--- src/rtl/dac_wave_gen_if.sv ---
// Sample handshake between dac_wave_gen (master) and the DAC-side logic (slave).
interface dac_wave_gen_if #(
  parameter int DATA_W = 10
);
  logic [DATA_W-1:0] Smp_Data;
  logic              Smp_Valid;
  logic              Smp_Ready;

  modport master (output Smp_Data, output Smp_Valid, input Smp_Ready);
  modport slave  (input Smp_Data, input Smp_Valid, output Smp_Ready);
endinterface

--- src/rtl/dac_wave_gen.sv ---
// Waveform sample source: phase accumulator, divider tick, valid/ready output, slip counter.
// Define DAC_WAVE_SINE_EN to add wave code 4 (quarter-wave sine table); otherwise code 4 is reserved.
module dac_wave_gen #(
  parameter int DATA_W = 10,
  parameter int DIV_W  = 16,
  parameter int SLIP_W = 8
) (
  input  logic                Bus2IP_Clk,
  input  logic                Bus2IP_Reset,
  input  logic                Cfg_Enable,
  input  logic [2:0]          Cfg_Wave,
  input  logic [DIV_W-1:0]    Cfg_Div,
  input  logic [DATA_W-1:0]   Cfg_Step,
  input  logic [DATA_W-1:0]   Cfg_Const,
  input  logic                Slip_Clr,
  dac_wave_gen_if.master      smp,
  output logic                Busy,
  output logic [SLIP_W-1:0]   Slip_Cnt
);

  typedef enum logic {
    S_IDLE,
    S_RUN
  } state_e;

  localparam logic [2:0] WAVE_DC   = 3'd0;
  localparam logic [2:0] WAVE_SAW  = 3'd1;
  localparam logic [2:0] WAVE_TRI  = 3'd2;
  localparam logic [2:0] WAVE_SQR  = 3'd3;
  localparam logic [DATA_W-1:0] MIDSCALE = DATA_W'(512);

  state_e              state_q, state_d;
  logic [DATA_W-1:0]   phase_q, phase_d;
  logic [DIV_W-1:0]    div_cnt_q, div_cnt_d;
  logic [DATA_W-1:0]   smp_data_q, smp_data_d;
  logic                smp_valid_q, smp_valid_d;
  logic [SLIP_W-1:0]   slip_cnt_q, slip_cnt_d;

  logic [DIV_W-1:0]    div_eff;
  logic                tick;
  logic [DATA_W-1:0]   sample;

`ifdef DAC_WAVE_SINE_EN
  // Elaboration-time table: q[k] = round(511*sin(2*pi*(k+0.5)/1024)), packed 9 bits per entry.
  function automatic logic [256*9-1:0] build_sine_tab();
    logic [256*9-1:0] tab;
    real              a;
    tab = '0;
    for (int k = 0; k < 256; k++) begin
      a = 511.0 * $sin(2.0 * 3.14159265358979 * (real'(k) + 0.5) / 1024.0);
      tab[k*9 +: 9] = 9'($rtoi(a + 0.5));
    end
    return tab;
  endfunction

  localparam logic [256*9-1:0] SINE_Q = build_sine_tab();

  logic [7:0] sine_idx;
  logic [8:0] sine_q;

  always_comb begin
    sine_idx = phase_q[8] ? ~phase_q[7:0] : phase_q[7:0];
    sine_q   = SINE_Q[sine_idx*9 +: 9];
  end
`endif

  always_comb begin
    sample = MIDSCALE;
    case (Cfg_Wave)
      WAVE_DC:  sample = Cfg_Const;
      WAVE_SAW: sample = phase_q;
      WAVE_TRI: sample = phase_q[9] ? {~phase_q[8:0], 1'b0} : {phase_q[8:0], 1'b0};
      WAVE_SQR: sample = phase_q[9] ? '0 : '1;
`ifdef DAC_WAVE_SINE_EN
      3'd4:     sample = phase_q[9] ? (10'd511 - {1'b0, sine_q}) : (10'd512 + {1'b0, sine_q});
`endif
      default:  sample = MIDSCALE;
    endcase
  end

  // A divider of 0 behaves as 1; >= keeps a shrinking divider from overrunning.
  assign div_eff = (Cfg_Div == '0) ? DIV_W'(1) : Cfg_Div;
  assign tick    = (state_q == S_RUN) && Cfg_Enable && (div_cnt_q >= div_eff - DIV_W'(1));

  always_comb begin
    // NOTE: every _d gets its hold value first so no path through this block can infer a latch.
    state_d     = state_q;
    phase_d     = phase_q;
    div_cnt_d   = div_cnt_q;
    smp_data_d  = smp_data_q;
    smp_valid_d = smp_valid_q;
    slip_cnt_d  = slip_cnt_q;

    if (smp_valid_q && smp.Smp_Ready) smp_valid_d = 1'b0;

    unique case (state_q)
      S_IDLE: begin
        if (Cfg_Enable) begin
          state_d   = S_RUN;
          phase_d   = '0;
          div_cnt_d = '0;
        end
      end
      S_RUN: begin
        if (!Cfg_Enable) begin
          state_d     = S_IDLE;
          smp_valid_d = 1'b0;
          phase_d     = '0;
          div_cnt_d   = '0;
        end else if (tick) begin
          div_cnt_d = '0;
          phase_d   = phase_q + Cfg_Step;
          if (!smp_valid_q || smp.Smp_Ready) begin
            smp_data_d  = sample;
            smp_valid_d = 1'b1;
          end else begin
            smp_valid_d = 1'b1;
            if (slip_cnt_q != '1) slip_cnt_d = slip_cnt_q + SLIP_W'(1);
          end
        end else begin
          div_cnt_d = div_cnt_q + DIV_W'(1);
        end
      end
      default: state_d = S_IDLE;
    endcase

    if (Slip_Clr) slip_cnt_d = '0;
  end

  // NOTE: state registers use non-blocking assignment so all flops update together on the edge.
  always_ff @(posedge Bus2IP_Clk) begin
    if (Bus2IP_Reset) begin
      state_q     <= S_IDLE;
      phase_q     <= '0;
      div_cnt_q   <= '0;
      smp_data_q  <= '0;
      smp_valid_q <= 1'b0;
      slip_cnt_q  <= '0;
    end else begin
      state_q     <= state_d;
      phase_q     <= phase_d;
      div_cnt_q   <= div_cnt_d;
      smp_data_q  <= smp_data_d;
      smp_valid_q <= smp_valid_d;
      slip_cnt_q  <= slip_cnt_d;
    end
  end

  assign smp.Smp_Data  = smp_data_q;
  assign smp.Smp_Valid = smp_valid_q;
  assign Busy          = (state_q == S_RUN);
  assign Slip_Cnt      = slip_cnt_q;

endmodule
--- src/flat_wrapper.sv ---
// flat-port wrapper written by rule: the top's interface ports become plain ports
module dac_wave_gen_flat 
#(
  parameter int DATA_W = 10,
  parameter int DIV_W  = 16,
  parameter int SLIP_W = 8
)
  (Bus2IP_Clk, Bus2IP_Reset, Cfg_Enable, Cfg_Wave, Cfg_Div, Cfg_Step, Cfg_Const, Slip_Clr, Busy, Slip_Cnt, smp_Smp_Data, smp_Smp_Valid, smp_Smp_Ready);
  dac_wave_gen_if #(.DATA_W(DATA_W)) smp_i ();
  input  logic Bus2IP_Clk;
  input  logic Bus2IP_Reset;
  input  logic Cfg_Enable;
  input  logic [2:0] Cfg_Wave;
  input  logic [DIV_W-1:0] Cfg_Div;
  input  logic [DATA_W-1:0] Cfg_Step;
  input  logic [DATA_W-1:0] Cfg_Const;
  input  logic Slip_Clr;
  output logic Busy;
  output logic [SLIP_W-1:0] Slip_Cnt;
  output wire logic [$bits(smp_i.Smp_Data)-1:0] smp_Smp_Data;
  output wire logic [$bits(smp_i.Smp_Valid)-1:0] smp_Smp_Valid;
  input wire logic [$bits(smp_i.Smp_Ready)-1:0] smp_Smp_Ready;
  assign smp_Smp_Data = smp_i.Smp_Data;
  assign smp_Smp_Valid = smp_i.Smp_Valid;
  assign smp_i.Smp_Ready = smp_Smp_Ready;
  dac_wave_gen #(.DATA_W(DATA_W), .DIV_W(DIV_W), .SLIP_W(SLIP_W)) u_core (.Bus2IP_Clk(Bus2IP_Clk), .Bus2IP_Reset(Bus2IP_Reset), .Cfg_Enable(Cfg_Enable), .Cfg_Wave(Cfg_Wave), .Cfg_Div(Cfg_Div), .Cfg_Step(Cfg_Step), .Cfg_Const(Cfg_Const), .Slip_Clr(Slip_Clr), .smp(smp_i), .Busy(Busy), .Slip_Cnt(Slip_Cnt));
endmodule
--- config.mk ---
export PLATFORM = sky130hd
export DESIGN_NAME = dac_wave_gen_flat
export DESIGN_NICKNAME = d
export VERILOG_FILES = /design/src/rtl/dac_wave_gen_if.sv /design/src/rtl/dac_wave_gen.sv /design/src/flat_wrapper.sv
export SDC_FILE = /design/constraint.sdc
export NUM_CORES = 1
export LEC_CHECK = 0
export BUFFER_PORTS_ARGS = -buffer_cell sky130_fd_sc_hd__buf_2
export CAP_MARGIN = 0
export CORE_ASPECT_RATIO = 2
export CORE_MARGIN = 8
export CORE_UTILIZATION = 34
export CTS_CLUSTER_DIAMETER = 200
export CTS_CLUSTER_SIZE = 16
export DETAILED_ROUTE_END_ITERATION = 8
export SYNTH_ARGS = -nofsm -noshare
export SYNTH_HDL_FRONTEND = slang
export SYNTH_SLANG_ARGS = --single-unit
--- constraint.sdc ---
create_clock -name Bus2IP_Clk -period 9.2 [get_ports Bus2IP_Clk]
set_clock_uncertainty 0.1 [all_clocks]
set_input_delay 1.84 -clock Bus2IP_Clk [delete_from_list [all_inputs] [get_ports Bus2IP_Clk]]
set_output_delay 1.84 -clock Bus2IP_Clk [all_outputs]
set_load 0.03 [all_outputs]
==> metrics <==
top cells by count, synth 46 x dfxtp_1, 40 x nand2_1, 39 x nor2_1; Internal 0.328 mW; Final GP Congestion 0.838; hold_sp u_core.Slip_Cnt[6]; Residual DRC 0; Placed Cells incl. Taps around 600; WL final approximately 9.5 mm; share of power burned in registers 0.458; Die H 158 µm; Clock Power Share 0.424; I/O Pins 64; number of cells produced by synthesis 421; Antenna Nets Post-Route 0; Pleak 1.63 nW; root buf cell clkbuf_16; via count ~3,300; Reg2Reg Depth 8; Max Cap Viol 0; die extent in x 86.8 µm; share of layout cells above drive strength 1 0.173; Pwr Density approximately 110 nW/µm²; final net count 545; met2 WL 5.42 mm; Num CTS Buffers 5; initial antenna violation count 0; cts-stage hold buffer count 0; Clk pin slew, worst setup/hold paths 0.07 ns; cell area after synthesis between 3000 and 4000 µm²; RR Endpoint u_core.smp.Smp_Data[7]; Async SR Flop Fraction 0; hold path depth 2; Sw Share 0.250; CP Class in2reg; H-tree depth 2; top cells by area, synth dfxtp_1 27%, ha_1 10%, xnor2_1 6.4%; Critical Path RT between 9 and 10 ns; crit start category input pin; Tcrit/Tclk final 0.710; GRT Total Usage 0.138; top-count cell post-synth dfxtp_1; top cell type's share of synthesized area 0.270; Max Root-Sink Buffers 2; Synth Area in Simple Gates 0.245; largest area contributor in the netlist dfxtp_1; Yosys warning total 0; TNS Setup 0 ns; Metal-1 WL 3.55 mm; measured slew at the worst slew-check pin 1.06 ns; post-DR wirelength/cell 15.6 µm; Layout area overhead 16.3%; Die Area approximately 14,000 µm²; DR vias/cell 5.39; crit path max fanout 19; Max VDD drop 0.0000695 V; worst skew pair latency 0.29 ns; Fill cells ~1,000; total core area 9760 µm²; met3 wire len 327 µm; xor/xnor share of the synthesized area 0.0874; GRT Residual Overflow 0; CTS Sinks 46; switching pwr between 0.1 and 0.15 mW; Post-Synthesis Net Count approximately 500; highest routing layer actually used met4; sequential area share after synthesis 0.270; Site Rows between 50 and 60; CTS tree done; Hold Crit Endpoint u_core.Slip_Cnt[6]; worst min-delay path class reg2reg; unrepaired setup endpoints after global routing no; Post-CTS Resized 0; non-filler cells, final 605; minimum clock period roughly 6.5 ns; DR iter-0 viols about 140; final hold vios 0; mux contribution to synthesized area 0.0294; input/output buffers 63; # setup viols final 0; largest net degree at the start of global routing 36; post-synthesis adder-cell area fraction 0.109; Cell variety after synth 57; Critical Path AT 6.62 ns; DP Wirelength around 7.6 mm; Slew HR 0.295; first-pass GRT wire length 15.1 mm; Logic pwr share 0.118; status completed; Yosys reg bits 46; setup slack, reg-to-reg about 6.2 ns; largest family of logic cells by synthesized area simple AND/OR/NAND/NOR gates; Initial Util 0.349; DRT Pass-1 Iters 4; setup bufs post-CTS 0; fin. max-slew vios 0; CP endpoint kind flip-flop; FMAX 153 MHz; Post-synth EDFFs 0; Synth Flop Type dfxtp_1; vias in the first global route between 3,000 and 4,000; reg-to-reg startpoint u_core.div_cnt_q[0]; Post-Syn Area per Cell 8.09 µm²; Synth Area in Compound Gates 0.221; ant diodes 0
worst max path at each step:
stage	to	depth (start not counted)	startpoint
floorplan	u_core.smp.Smp_Data[9]	17	Cfg_Div[9]
global placement	u_core.smp.Smp_Data[7]	17	Cfg_Div[9]
detailed placement	u_core.smp.Smp_Data[7]	17	Cfg_Div[9]
CTS	u_core.smp.Smp_Data[7]	17	Cfg_Div[9]
global route	u_core.smp.Smp_Data[6]	17	Cfg_Div[9]
finish	u_core.smp.Smp_Data[7]	17	Cfg_Div[9]
through the flow:
stage          hold WS (ns)  setup slack [ns]  power (mW)  cell area [µm²]  utilization
2_1_floorplan         0.368              3.42       0.236             3410            -
5_1_grt               0.436              2.43       0.452             3960        0.406
3_5_place_dp          0.386              2.43       0.256             3820        0.391
6_report              0.393              2.67       0.437             3960        0.406
3_3_place_gp          0.372              2.60       0.255             3820        0.391
4_1_cts               0.395              2.72       0.441             3960        0.406
power by group through the flow:
stage	sequential (mW)	clock, mW	combinational [mW]
floorplan	0.205	0	0.0308
global placement	0.205	0	0.0507
detailed placement	0.205	0	0.0517
CTS	0.200	0.189	0.0518
global route	0.200	0.194	0.0576
finish	0.200	0.185	0.0515
cell families (layout without fill, tap and decap cells):
| group | count (synthesis) | count (layout) |
|---|---|---|
| AOI/OAI and AO/OA | 104 | 104 |
| xor gates and xnor gates | 34 | 34 |
| adders and majority gates | 29 | 29 |
| buffers and inverters | 31 | 83 |
| DFF | 46 | 46 |
| muxes | 10 | 10 |
| and+or+nand+nor | 167 | 167 |
layout by cell type, fill, tap and decap left out, types with 11 or more instances in the layout:
master,netlist,routed
buf_2,2,63
dfxtp_1,46,46
nand2_1,40,40
nor2_1,39,39
ha_1,28,28
xnor2_1,25,25
a21oi_1,22,22
nand3_1,17,17
o21ai_0,16,16
o211ai_1,12,12
inv_1,11,11
state kept, by name (all words and copies together) (netlist names):
register / cells
u_core.smp.Smp_Valid: 1
u_core.Slip_Cnt: 8
u_core.div_cnt_q: 16
u_core.Busy: 1
u_core.smp.Smp_Data: 10
u_core.phase_q: 10
critical path: stages:
cell and delay, ns:
buf_2 0.13, or4_1 0.57, or3_1 0.36, nor3b_1 0.42, nor2_1 0.12, ha_1 0.23
nand2_1 0.14, or3_1 0.18, nor2_1 0.06, xnor2_1 0.14, ha_1 0.32, and4_1 0.21
nand2_1 0.08, o31a_1 0.38, a2111oi_4 0.99, o211ai_1 0.23, o211a_1 0.20
per-layer routing:
metal  global-route usage  up-vias
met5                    0        -
met4               0.0571        0
met2                0.279       47
met1                0.130     1543
li1                     -     1657
met3               0.0214       13
layout make-up:
type | count | area (µm²) | share of cell area
Clock buffer | 7 | 143 | 0.0360
Multi-Input combinational cell | 344 | 2370 | 0.597
Timing Repair Buffer | 64 | 323 | 0.0814
Inverter | 11 | 41.3 | 0.0104
Sequential cell | 46 | 921 | 0.232
Clock inverter | 1 | 5.00 | 0.00126
Tap cell | 132 | 165 | 0.0417
Note: power is estimated with default switching activity, not from simulation.
